===== src/rtl/regfile_write_arbiter.sv =====
// Round-robin arbiter sharing one register-file write port between A (ALU) and B (load).
// Optional conflict statistics counter: define WB_ARB_STATS_EN.
module regfile_write_arbiter #(
  parameter int DATA_W = 32,
  parameter int ADDR_W = 5,
  parameter int CNT_W  = 16
) (
  input  logic              clk,
  input  logic              reset,
  input  logic              hold,
  input  logic              a_valid,
  input  logic [ADDR_W-1:0] a_reg,
  input  logic [DATA_W-1:0] a_data,
  output logic              a_ready,
  input  logic              b_valid,
  input  logic [ADDR_W-1:0] b_reg,
  input  logic [DATA_W-1:0] b_data,
  output logic              b_ready,
  output logic              reg_write,
  output logic [ADDR_W-1:0] write_reg,
  output logic [DATA_W-1:0] write_data,
  output logic [CNT_W-1:0]  conflict_cnt
);

  // Handshake: a request transfers in any cycle where valid && ready are both high;
  // an unaccepted requester keeps valid/reg/data stable until it sees ready.
  logic a_real, b_real, a_null, b_null;
  logic grant_a, grant_b, open;
  logic prio; // 0: A preferred on contention, 1: B preferred

  assign a_real = a_valid && (a_reg != '0);
  assign b_real = b_valid && (b_reg != '0);
  assign a_null = a_valid && (a_reg == '0);
  assign b_null = b_valid && (b_reg == '0);

  assign open    = !hold && !reset;
  assign grant_a = open && a_real && (!b_real || !prio);
  assign grant_b = open && b_real && (!a_real ||  prio);

  // Writes to register 0 are absorbed without touching the port.
  assign a_ready = grant_a || (open && a_null);
  assign b_ready = grant_b || (open && b_null);

  always_ff @(posedge clk or posedge reset) begin
    if (reset) begin
      reg_write  <= 1'b0;
      write_reg  <= '0;
      write_data <= '0;
      prio       <= 1'b0;
    end else begin
      reg_write <= grant_a || grant_b;
      if (grant_a) begin
        write_reg  <= a_reg;
        write_data <= a_data;
        prio       <= 1'b1;
      end else if (grant_b) begin
        write_reg  <= b_reg;
        write_data <= b_data;
        prio       <= 1'b0;
      end
    end
  end

`ifdef WB_ARB_STATS_EN
  logic [CNT_W-1:0] cnt_q;

  always_ff @(posedge clk or posedge reset) begin
    if (reset) begin
      cnt_q <= '0;
    end else if (!hold && a_real && b_real && (cnt_q != {CNT_W{1'b1}})) begin
      cnt_q <= cnt_q + 1'b1;
    end
  end

  assign conflict_cnt = cnt_q;
`else
  assign conflict_cnt = '0;
`endif

endmodule

===== config.mk =====
export PLATFORM = sky130hd
export DESIGN_NAME = regfile_write_arbiter
export DESIGN_NICKNAME = d
export VERILOG_FILES = /design/src/rtl/regfile_write_arbiter.sv
export SDC_FILE = /design/constraint.sdc
export NUM_CORES = 1
export LEC_CHECK = 0
export BUFFER_PORTS_ARGS = -buffer_cell sky130_fd_sc_hd__buf_2
export CAP_MARGIN = 10
export CORE_MARGIN = 4
export CORE_UTILIZATION = 25
export CTS_CLUSTER_SIZE = 30
export DETAILED_ROUTE_END_ITERATION = 16
export HOLD_SLACK_MARGIN = 0.1
export SYNTH_ARGS = -nofsm -noshare
export SYNTH_HDL_FRONTEND = slang
export SYNTH_SLANG_ARGS = --single-unit

===== constraint.sdc =====
create_clock -name clk -period 1.3 [get_ports clk]
set_input_delay 0.13 -clock clk [delete_from_list [all_inputs] [get_ports clk]]
set_output_delay 0.13 -clock clk [all_outputs]
set_load 0.02 [all_outputs]

# [Word level (Yosys, flattened, before mapping)]
# Index checks and enable logic that the tools add are counted.
[totals] latch_bits=0 output_inout_bits=56 reg_bits=39 in_bits=79 n_memories=0 ram_bits=0 elab_cells=36 romBits=0
[op_classes] bitwise=0 add_sub_neg=0 magnitude_cmp=0 div_mod_pow=0 n_mux=6 eq_ne=0 mul=0 shifts=0 reduce_logical=26
[ops] cell="32-bit two-way mux" n=2
[ops] cell="1-bit logical AND" n=11
[ops] cell="5-bit zero test" n=2
[ops] cell="5-bit two-way mux" n=2
[ops] cell="5-bit nonzero test" n=2
[ops] cell="1-bit zero test" n=5
[ops] cell="1-bit logical OR" n=5
[ops] cell="1-bit two-way mux" n=2
[ops] cell="2-bit nonzero test" n=1

# [Longest topological paths before layout]
# Gate-level depths: netlist of the first run.
[depth] ltp_word=7 ltp_mapped=6 ltp_nobuf=4

# [Worst setup path after synthesis of the first run]
# Ideal clock, no wire load.
[synth_path] path_kind="in2out" startpoint="in b_reg[1]" endpoint="out a_ready" slack_ps=-458 n_path_buf=1 stages=4 arrival_ps=1628 required_ps=1170 path_cell_list="or4_4 o211a_1 buf_2 a21boi_0"
[synth_between] elab_chain_cells=6
[synth_lines] element="from (decl)" line="16" text="input logic [ADDR_W-1:0] b_reg,"
[synth_lines] element="5-bit nonzero test" line="32" text="assign b_real = b_valid && (b_reg != '0);"
[synth_lines] element="1-bit logical AND" line="32"
[synth_lines] element="1-bit zero test" line="37" text="assign grant_a = open && a_real && (!b_real || !prio);"
[synth_lines] element="1-bit logical OR" line="37"
[synth_lines] element="1-bit logical AND" line="37"
[synth_lines] element="1-bit logical OR" line="41" text="assign a_ready = grant_a || (open && a_null);"
[synth_lines] element="to (decl)" line="14" text="output logic a_ready,"
# No other way between the ends.

# [Worst setup path after layout of the first run]
[layout_path] startpoint="in a_reg[0]" endpoint="reg write_data[13]"
[layout_between] elab_chain_cells=6 elab_cells_between_ends=9 classes_between="mux (1); reduce/logical (8)"
[layout_lines] element="from (decl)" line="12" text="input logic [ADDR_W-1:0] a_reg,"
[layout_lines] element="5-bit nonzero test *" line="31" text="assign a_real = a_valid && (a_reg != '0);"
[layout_lines] element="1-bit logical AND *" line="31"
[layout_lines] element="1-bit zero test" line="38" text="assign grant_b = open && b_real && (!a_real || prio);"
[layout_lines] element="1-bit logical OR" line="38"
[layout_lines] element="1-bit logical AND" line="38"
[layout_lines] element="2-bit nonzero test (no source line)"
[layout_lines] element="to (signal assigned)" line="54" text="write_data <= a_data;"
[layout_lines] element="to (signal assigned)" line="58" text="write_data <= b_data;"
[layout_lines] element="to (decl)" line="21" text="output logic [DATA_W-1:0] write_data,"
# Every way passes the cells marked *; elsewhere a longest branch is shown, timed or not.
# A chain may end at the register's enable or synchronous reset.

==> results of run 1 <==
-- power by group --
part	switching [W]	internal (W)
Combinational	0.000719	0.000665
Clock	0.000436	0.000368
Sequential	0.000128	0.00144
Total	0.00128	0.00247
-- critical path: cells and delay by family --
family	cells	cell delay, ns
compound gates	2	0.45
buf+inv	4	0.49
simple gates	2	0.61
-- repair_timing --
action                     in CTS  in global routing
resized for setup              10                  4
pin swaps                       6                  3
hold buffers                   35                  0
setup endpoints to repair      40                 41
cloned                          0                  4
buffers inserted                2                  1
hold endpoints to repair       73                  0
-- synthesized netlist by cell type, drive strengths merged --
cell type,number
dfrtp,39
a221o,37
nor3b,33
buf,28
and3,5
nor2,4
inv,3
o211a,2
or4,2
a21boi,1
a21oi,1
clkbuf,1
conb,1
nand2,1
nor2b,1
nor3,1
o211ai,1
o21a,1
o21ai,1
or2,1
-- logic make-up after synthesis --
logic type             synth area share (%)
buffers and inverters                 11.37
and+or+nand+nor                       17.58
other                                0.1842
DFF                                   47.94
AOI/OAI and AO/OA                     22.93
-- routing by layer --
layer,wire length [um],vias up,global-route usage [%]
met5,0,-,0
met4,211,0,5.777
met3,483,20,3.429
met2,3606,98,23.77
met1,2749,1001,16.23
li1,-,957,-
-- worst max-delay path by stage --
stage / startpoint / endpoint / slack (ns)
after global routing: a_reg[0] / b_ready / -0.25
final: a_reg[0] / write_data[13] / -0.22
after global placement: a_reg[3] / write_data[11] / -0.41
after detailed placement: b_reg[1] / write_data[10] / -0.45
after floorplan: a_reg[3] / write_data[23] / -0.23
after CTS: b_reg[1] / b_ready / -0.21
-- layout make-up --
type                            count  area [um2]
Fill cell                         757        4392
Tap cell                          102       127.6
Multi-Input combinational cell    108       922.1
Inverter                            3       11.26
Timing Repair Buffer              179        1295
Clock inverter                      3       15.01
Sequential cell                    39       975.9
Clock buffer                        5       68.82
-- stage by stage --
| step | power, W | utilization [%] | hold slack (ns) |
|---|---|---|---|
| final | 0.003751 | 43.75 | 0.1659 |
| after global routing | 0.003974 | 43.75 | 0.1658 |
| after CTS | 0.003734 | 42.12 | 0.1483 |
| after detailed placement | 0.002812 | 35.82 | 0.2880 |
| after global placement | 0.002799 | 35.82 | 0.2830 |
| after floorplan | 0.002353 | - | 0.2749 |
==> metrics, run 1 <==
num rows=32; htree depth=2; routed len/inst=16.06 um; WL final=just over 7 mm; flip-flop count of the largest register after layout=32; clock skew after layout=about 0.0071 ns; Hold Crit Class=primary input to flip-flop; Post-DP HPWL=about 4.7 mm; Synth top area share=47.94%; fin crit period=1.518 ns; Antenna Cells=0; reg2reg start=prio; status=finished with violations; worst hold start=a_reg[0]; Post-Syn Area per Cell=12.41 um2; CTS tree=done; height of the die=between 90 and 100 um; CP Class=primary input to flip-flop; Post-Layout Cell Count=439; Starting Density=about a quarter; Slew Limit Fails=0; gpl congestion=between 0.8 and 0.9; max incr delay on CP=0.55 ns; Crit Path Max Fanout=10; Worst path slowest cell=or4_4; end of the worst register-to-register path=write_data[13]; critical path arrival=1.69 ns; largest net degree at the start of global routing=26; initial antenna violation count=0; Area Growth Syn to Fin=67.79%; commonest non-fill, non-tap cell in the layout=buf_2; clock buffer count from CTS=5; leading area contributor after synthesis=dfrtp_1; DR iter-0 viols=between 50 and 60; Worst Path Required=1.47 ns; root buf cell=clkbuf_8; Final Net Count=roughly 420; max_cap viols=0; drt drc=0; worst path cell trace=buf_6, or4_4, buf_6, o21ai_4, buf_12, buf_12, nor3b_1, a221o_2; Final period util=116.8%; RSZ-0062 raised after global routing=true; R2R Setup Slk=-0.17 ns; antenna-violating nets left=0; layout cells sized above 1=a little under three fifths; most frequent cells in the layout=buf_2, dfrtp_1, dlygate4sd3_1; first-pass GRT wire length=~11 mm; Cells after Synth=~160; Synth Register Bits=39; Clock Sinks=39; Cell Area, Synth=about 2000 um2; die area=between 9000 and 10,000 um2; final setup vio count=between 40 and 50; Hold Path Cell Cnt=3; total negative setup slack=-7.578 ns; failing checks=negative setup slack; Horiz. Die Dim=98.24 um; CP startpoint kind=primary input; fin area=between 3000 and 4000 um2; Pre-antenna DRT Iters=4; largest cells by area after synthesis=dfrtp_1, nor3b_1, a221o_2; I/O Buffers=approximately 120; DP Cell Count=between 300 and 400; DR vias=roughly 2,100; VDD IR max=425.6 uV; core area=7807 um2; f_max=0.6586 GHz; hold path endpoint=write_reg[0]; Leak=around 1.7 nW; clock slew at reported path FFs=roughly 0.08 ns; vias per inst=approximately 4.7; post-synthesis sequential area ratio=a little under half; kind of end point of the critical path=flip-flop; clk_lat worst skew=0.29 ns; fin worst setup slack=-0.2183 ns; Synth cell types=27; All-Layer GR Usage=13.76%; vias in the first global route=about 2,200; Post-Place Worst Slack=-0.4539 ns; Top Ports=approximately 140; Ys Warns=0; Clock Path Buffers=2; pwr dens=between 1000 and 1500 nW/um2; Fin. Hold Viols=0; global route total overflow=0; Placed Area=between 2000 and 3000 um2; Register-to-Register Path Depth=6
Power figures use the tool's default switching activity.
==> inputs of run 2 (changes only) <==
Settings changed: CELL_PAD_IN_SITES_DETAIL_PLACEMENT from default to 1, CELL_PAD_IN_SITES_GLOBAL_PLACEMENT from default to 2, CORE_UTILIZATION 25 to 22, PLACE_DENSITY_LB_ADDON from default to 0.1.
==> run 2 against run 1 <==
The run still ends with negative setup slack left; combinational power is 10% higher; critical endpoint is now write_data[21]; critical path type unchanged; sequential power hardly changed; non-clock buffer count is 6 higher; total power is 4.8% higher; clock power is 5.7% higher.
==> metrics, run 2 (synthesis results as in run 1) <==
vias in the first global route=2,402 (+8.5%); status=finished with violations; VDD IR max=429.6 uV (+0.93%); Final period util=121.5% (+4.7 points); routed len/inst=18.69 um (+16%); max_cap viols=0 (unchanged); drt drc=0 (unchanged); flip-flop count of the largest register after layout=32 (unchanged); htree depth=2 (unchanged); Leak=1.769 nW (+5.4%); CTS tree=done; DR vias=2,091 (+0.72%); Slew Limit Fails=0 (unchanged); most frequent cells in the layout=buf_2, dfrtp_1, dlygate4sd3_1; commonest non-fill, non-tap cell in the layout=buf_2; I/O Buffers=118 (unchanged); fin area=3684 um2 (+7.8%); fin crit period=1.580 ns (+0.06135 ns); Placed Area=2856 um2 (+2.1%); fin worst setup slack=-0.2797 ns (-0.06135 ns); All-Layer GR Usage=14.86% (+1.1 points); num rows=34 (+6.3%); vias per inst=4.636 (-2.0%); Min Hold Slack=0.1712 ns (+0.005284 ns); CP startpoint kind=primary input; Core Util, Final=41.63% (-2.1 points); Crit Path Max Fanout=7 (-3); clock slew at reported path FFs=0.08 ns (about the same); Clock Sinks=39 (unchanged); Area Growth Syn to Fin=80.95%; final setup vio count=40 (-2.4%); antenna-violating nets left=0 (unchanged); clk_lat worst skew=0.30 ns (about the same); Top Ports=135 (unchanged); Worst Path Required=1.48 ns (about the same); fill cell count=1,002 (+32%); Final Net Count=421 (+1.4%); CP Class=primary input to flip-flop; kind of end point of the critical path=flip-flop; total negative setup slack=-9.191 ns (-1.613 ns); largest net degree at the start of global routing=30 (+15%); pwr dens=1068 nW/um2 (-2.8%); root buf cell=clkbuf_8; Pre-antenna DRT Iters=4 (unchanged); initial antenna violation count=0 (unchanged); critical path arrival=1.76 ns (+0.07 ns); Fin. Hold Viols=0 (unchanged); layout cells sized above 1=62.68% (+7.5 points); Final Power=0.003932 W (+4.8%); RSZ-0062 raised after global routing=true; Clock Path Buffers=2 (unchanged); Antenna Cells=0 (unchanged); failing checks=negative setup slack; core area=8848 um2 (+13%); Hold Crit Class=primary input to flip-flop; clock buffer count from CTS=5 (unchanged); Horiz. Die Dim=104.2 um (+6.1%); WL final=8.429 mm (+20%); height of the die=104.2 um (+6.1%); Starting Density=23.01% (-3.1 points); Post-DP HPWL=5.425 mm (+16%); clock skew after layout=0.01375 ns (+0.006622 ns); global route total overflow=0 (unchanged); DR iter-0 viols=33 (-39%); f_max=0.6331 GHz (-3.9%); die area=10,860 um2 (+13%); gpl congestion=0.7097 (-12%); first-pass GRT wire length=12.75 mm (+18%)
run 2: changes by cell type in the layout (fill, tap and decap cells not counted), moves of 2 or more:
cell and change:
buf_12 +5, buf_4 -2, buf_6 +4, clkinv_2 -2, nor3b_1 -20, nor3b_2 +16
nor3b_4 +4
run 2: final cells by class:
cell class | count | area [um2] | area share, %
timing repair buffer | 185 | 1418 | 38.49
multi-input combinational | 108 | 1059 | 28.74
sequential | 39 | 975.9 | 26.49
tap | 108 | 135.1 | 3.668
clock buffer | 6 | 72.57 | 1.970
clock inverter | 2 | 12.51 | 0.3397
inverter | 3 | 11.26 | 0.3057
run 2: path summary, 6_finish.rpt:
kind / startpoint / end / slack [ns] / depth (start not counted)
max in group asynchronous: reset / write_reg[0] / 0.32 / 5
worst min register to register: write_data[0] / write_data[0] / 0.51 / 1
worst min-delay path: a_reg[0] / write_reg[0] / 0.17 / 3
worst max-delay path: a_reg[0] / write_data[21] / -0.28 / 8
min in group asynchronous: reset / write_data[30] / 0.48 / 4
worst max register to register: prio / write_data[6] / -0.22 / 7
run 2: timing repair:
action | 4_1_cts | 5_1_grt
setup endpoints to repair | 40 | 41
hold buffers | 34 | 0
gates cloned | 3 | 2
resized for setup | 22 | 40
pin swaps | 7 | 20
endpoints found under the hold margin | 43 | 0
setup buffers | 11 | 3
run 2: per-stage QoR:
step / worst slack (ns) / instances
floorplan: -0.2257 / 179
global placement: -0.4288 / 397
detailed placement: -0.4547 / 397
CTS: -0.2656 / 452
global route: -0.3062 / 451
finish: -0.2797 / 451
run 2: power by group:
group	internal, W	switching [W]
Combinational	0.000730	0.000791
Clock	0.000376	0.000473
Sequential	0.00144	0.000126
run 2: critical path, stage by stage:
cell and delay [ns]:
buf_6 0.09, or4_4 0.55, buf_6 0.14, o21ai_4 0.17
buf_12 0.17, clkbuf_16 0.15, nor3b_1 0.05, a221o_2 0.30
run 2: metal layers:
layer	routed length, um	track usage, %	vias up
li1	-	-	968
met1	3801	18.81	1043
met2	4146	25.53	74
met3	395	3.600	6
met4	86	3.419	0
met5	0	0	-
==> inputs of run 3 (changes only) <==
Settings changed: TNS_END_PERCENT from default to 100.
Clock period 1.3 ns to 1.4 ns, I/O delays scaled along.
==> run 3 against run 2 <==
The run still ends with negative setup slack left; cell area is 2.1% lower; final cell count rose by 0.22%; register-to-register slack better by 0.08 ns; routed wire length shrank 0.70%; die area unchanged; highest routed layer unchanged.
==> metrics, run 3 (synthesis results as in run 1) <==
status=finished with violations; failing checks=negative setup slack; commonest non-fill, non-tap cell in the layout=buf_2; VDD IR max=449.1 uV (+4.5%); end of the worst register-to-register path=write_data[23]; Final period util=111.9%; die area=10,860 um2 (unchanged); gpl congestion=0.6978 (-1.7%); height of the die=104.2 um (unchanged); antenna-violating nets left=0 (unchanged); Post-DP HPWL=5.373 mm (-0.96%); num rows=34 (unchanged); largest net degree at the start of global routing=25 (-17%); htree depth=2 (unchanged); CP Class=primary input to flip-flop; All-Layer GR Usage=14.10% (-0.75 points); Starting Density=23.01% (unchanged); Pre-antenna DRT Iters=4 (unchanged); final setup vio count=41 (+2.5%); Leak=1.762 nW (-0.40%); first-pass GRT wire length=12.32 mm (-3.4%); Final Power=0.003830 W (-2.6%); Worst Path Required=1.64 ns (+0.16 ns); fin worst setup slack=-0.1662 ns (+0.1134 ns); routed len/inst=18.52 um (-0.92%); most frequent cells in the layout=buf_2, dfrtp_1, nor3b_1, dlygate4sd3_1, a221o_2; Register-to-Register Path Depth=7 (unchanged); Horiz. Die Dim=104.2 um (unchanged); layout cells sized above 1=57.27% (-5.4 points); critical path arrival=1.80 ns (+0.04 ns); Hold Path Cell Cnt=2 (-1); Top Ports=135 (unchanged); fin area=3606 um2 (-2.1%); Post-Place Worst Slack=-0.3568 ns (+0.09786 ns); Final Net Count=422 (+0.24%); flip-flop count of the largest register after layout=32 (unchanged); Clock Path Buffers=2 (unchanged); core area=8848 um2 (unchanged); DR vias=2,087 (-0.19%); global route total overflow=0 (unchanged); Placed Area=2844 um2 (-0.44%); R2R Setup Slk=-0.14 ns (+0.08 ns); hold path endpoint=write_data[5]; initial antenna violation count=0 (unchanged); pwr dens=1062 nW/um2 (-0.50%); Crit Path Max Fanout=19 (+12); CP startpoint kind=primary input; vias per inst=4.617 (-0.41%); clock slew at reported path FFs=0.08 ns (about the same); reg2reg start=prio; clk_lat worst skew=0.29 ns (about the same); drt drc=0 (unchanged); WL final=8.370 mm (-0.70%); Area Growth Syn to Fin=77.14%; Min Hold Slack=0.1104 ns (-0.06080 ns); worst hold start=b_data[5]; Fin. Hold Viols=0 (unchanged); DR iter-0 viols=40 (+21%); root buf cell=clkbuf_8; vias in the first global route=2,294 (-4.5%); max_cap viols=0 (unchanged); f_max=between 0.6 and 0.7 GHz; fin crit period=1.566 ns; Antenna Cells=0 (unchanged); RSZ-0062 raised after global routing=true; clock buffer count from CTS=5 (unchanged); clock skew after layout=0.005747 ns (-0.008003 ns); CTS tree=done; kind of end point of the critical path=flip-flop; Hold Crit Class=primary input to flip-flop; Clock Sinks=39 (unchanged); Slew Limit Fails=0 (unchanged); I/O Buffers=118 (unchanged)
-- run 3: cell count changes in the layout (fill, tap and decap cells not counted), sizes merged --
cell	previous run	this run
buf	149	148
bufinv	0	1
clkbuf	8	12
clkinvlp	1	0
dlygate4sd3	34	32
-- run 3: repair_timing --
item                       CTS  global route
hold buffers                32             0
setup endpoints to repair   35            41
hold endpoints to repair    70             0
buffers inserted             5             2
cloned                       1             7
gates resized for setup      9             8
pin swaps                    3             8
-- run 3: through the flow --
step,setup TNS [ns],cells,utilization [%]
after floorplan,-4.626,179,-
after global placement,-13.01,397,32.14
after detailed placement,-13.24,397,32.14
after CTS,-4.690,443,38.19
after global routing,-6.713,452,40.75
final,-5.780,452,40.75
-- run 3: area by class of cell --
type | instances | area [um2]
flip-flops and latches | 39 | 975.9
clock buffers | 6 | 82.58
well taps | 108 | 135.1
fillers | 987 | 5243
repair buffers | 186 | 1444
clock inverters | 2 | 35.03
multi-input cells | 108 | 922.1
inverters | 3 | 11.26
-- run 3: how the worst max path moves through the flow --
stage,startpoint,to,depth (start not counted)
CTS,a_reg[0],write_data[8],7
global placement,a_reg[3],write_data[0],6
finish,a_reg[0],write_data[8],8
global route,a_reg[0],write_data[30],8
floorplan,a_reg[3],write_data[23],5
detailed placement,a_reg[3],write_data[8],6
-- run 3: power breakdown --
group          internal [W]  switching [W]  total, W
clock              0.000578       0.000444   0.00102
combinational      0.000661       0.000701   0.00136
sequential          0.00133       0.000114   0.00145
-- run 3: routing by layer --
| metal | GRT usage (%) | up-vias | part of all wire, % |
|---|---|---|---|
| met1 | 17.32 | 1028 | 44 |
| met3 | 3.662 | 10 | 5.3 |
| met5 | 0 | - | 0 |
| met2 | 24.56 | 76 | 50 |
| li1 | - | 973 | - |
| met4 | 3.514 | 0 | 1.5 |
-- run 3: worst max-delay path, cell delays in order --
cell and delay [ns]:
buf_6 0.09, or4_4 0.56, buf_4 0.16, o21ai_4 0.14, buf_12 0.16, o21a_4 0.21, buf_12 0.18, a221o_2 0.16
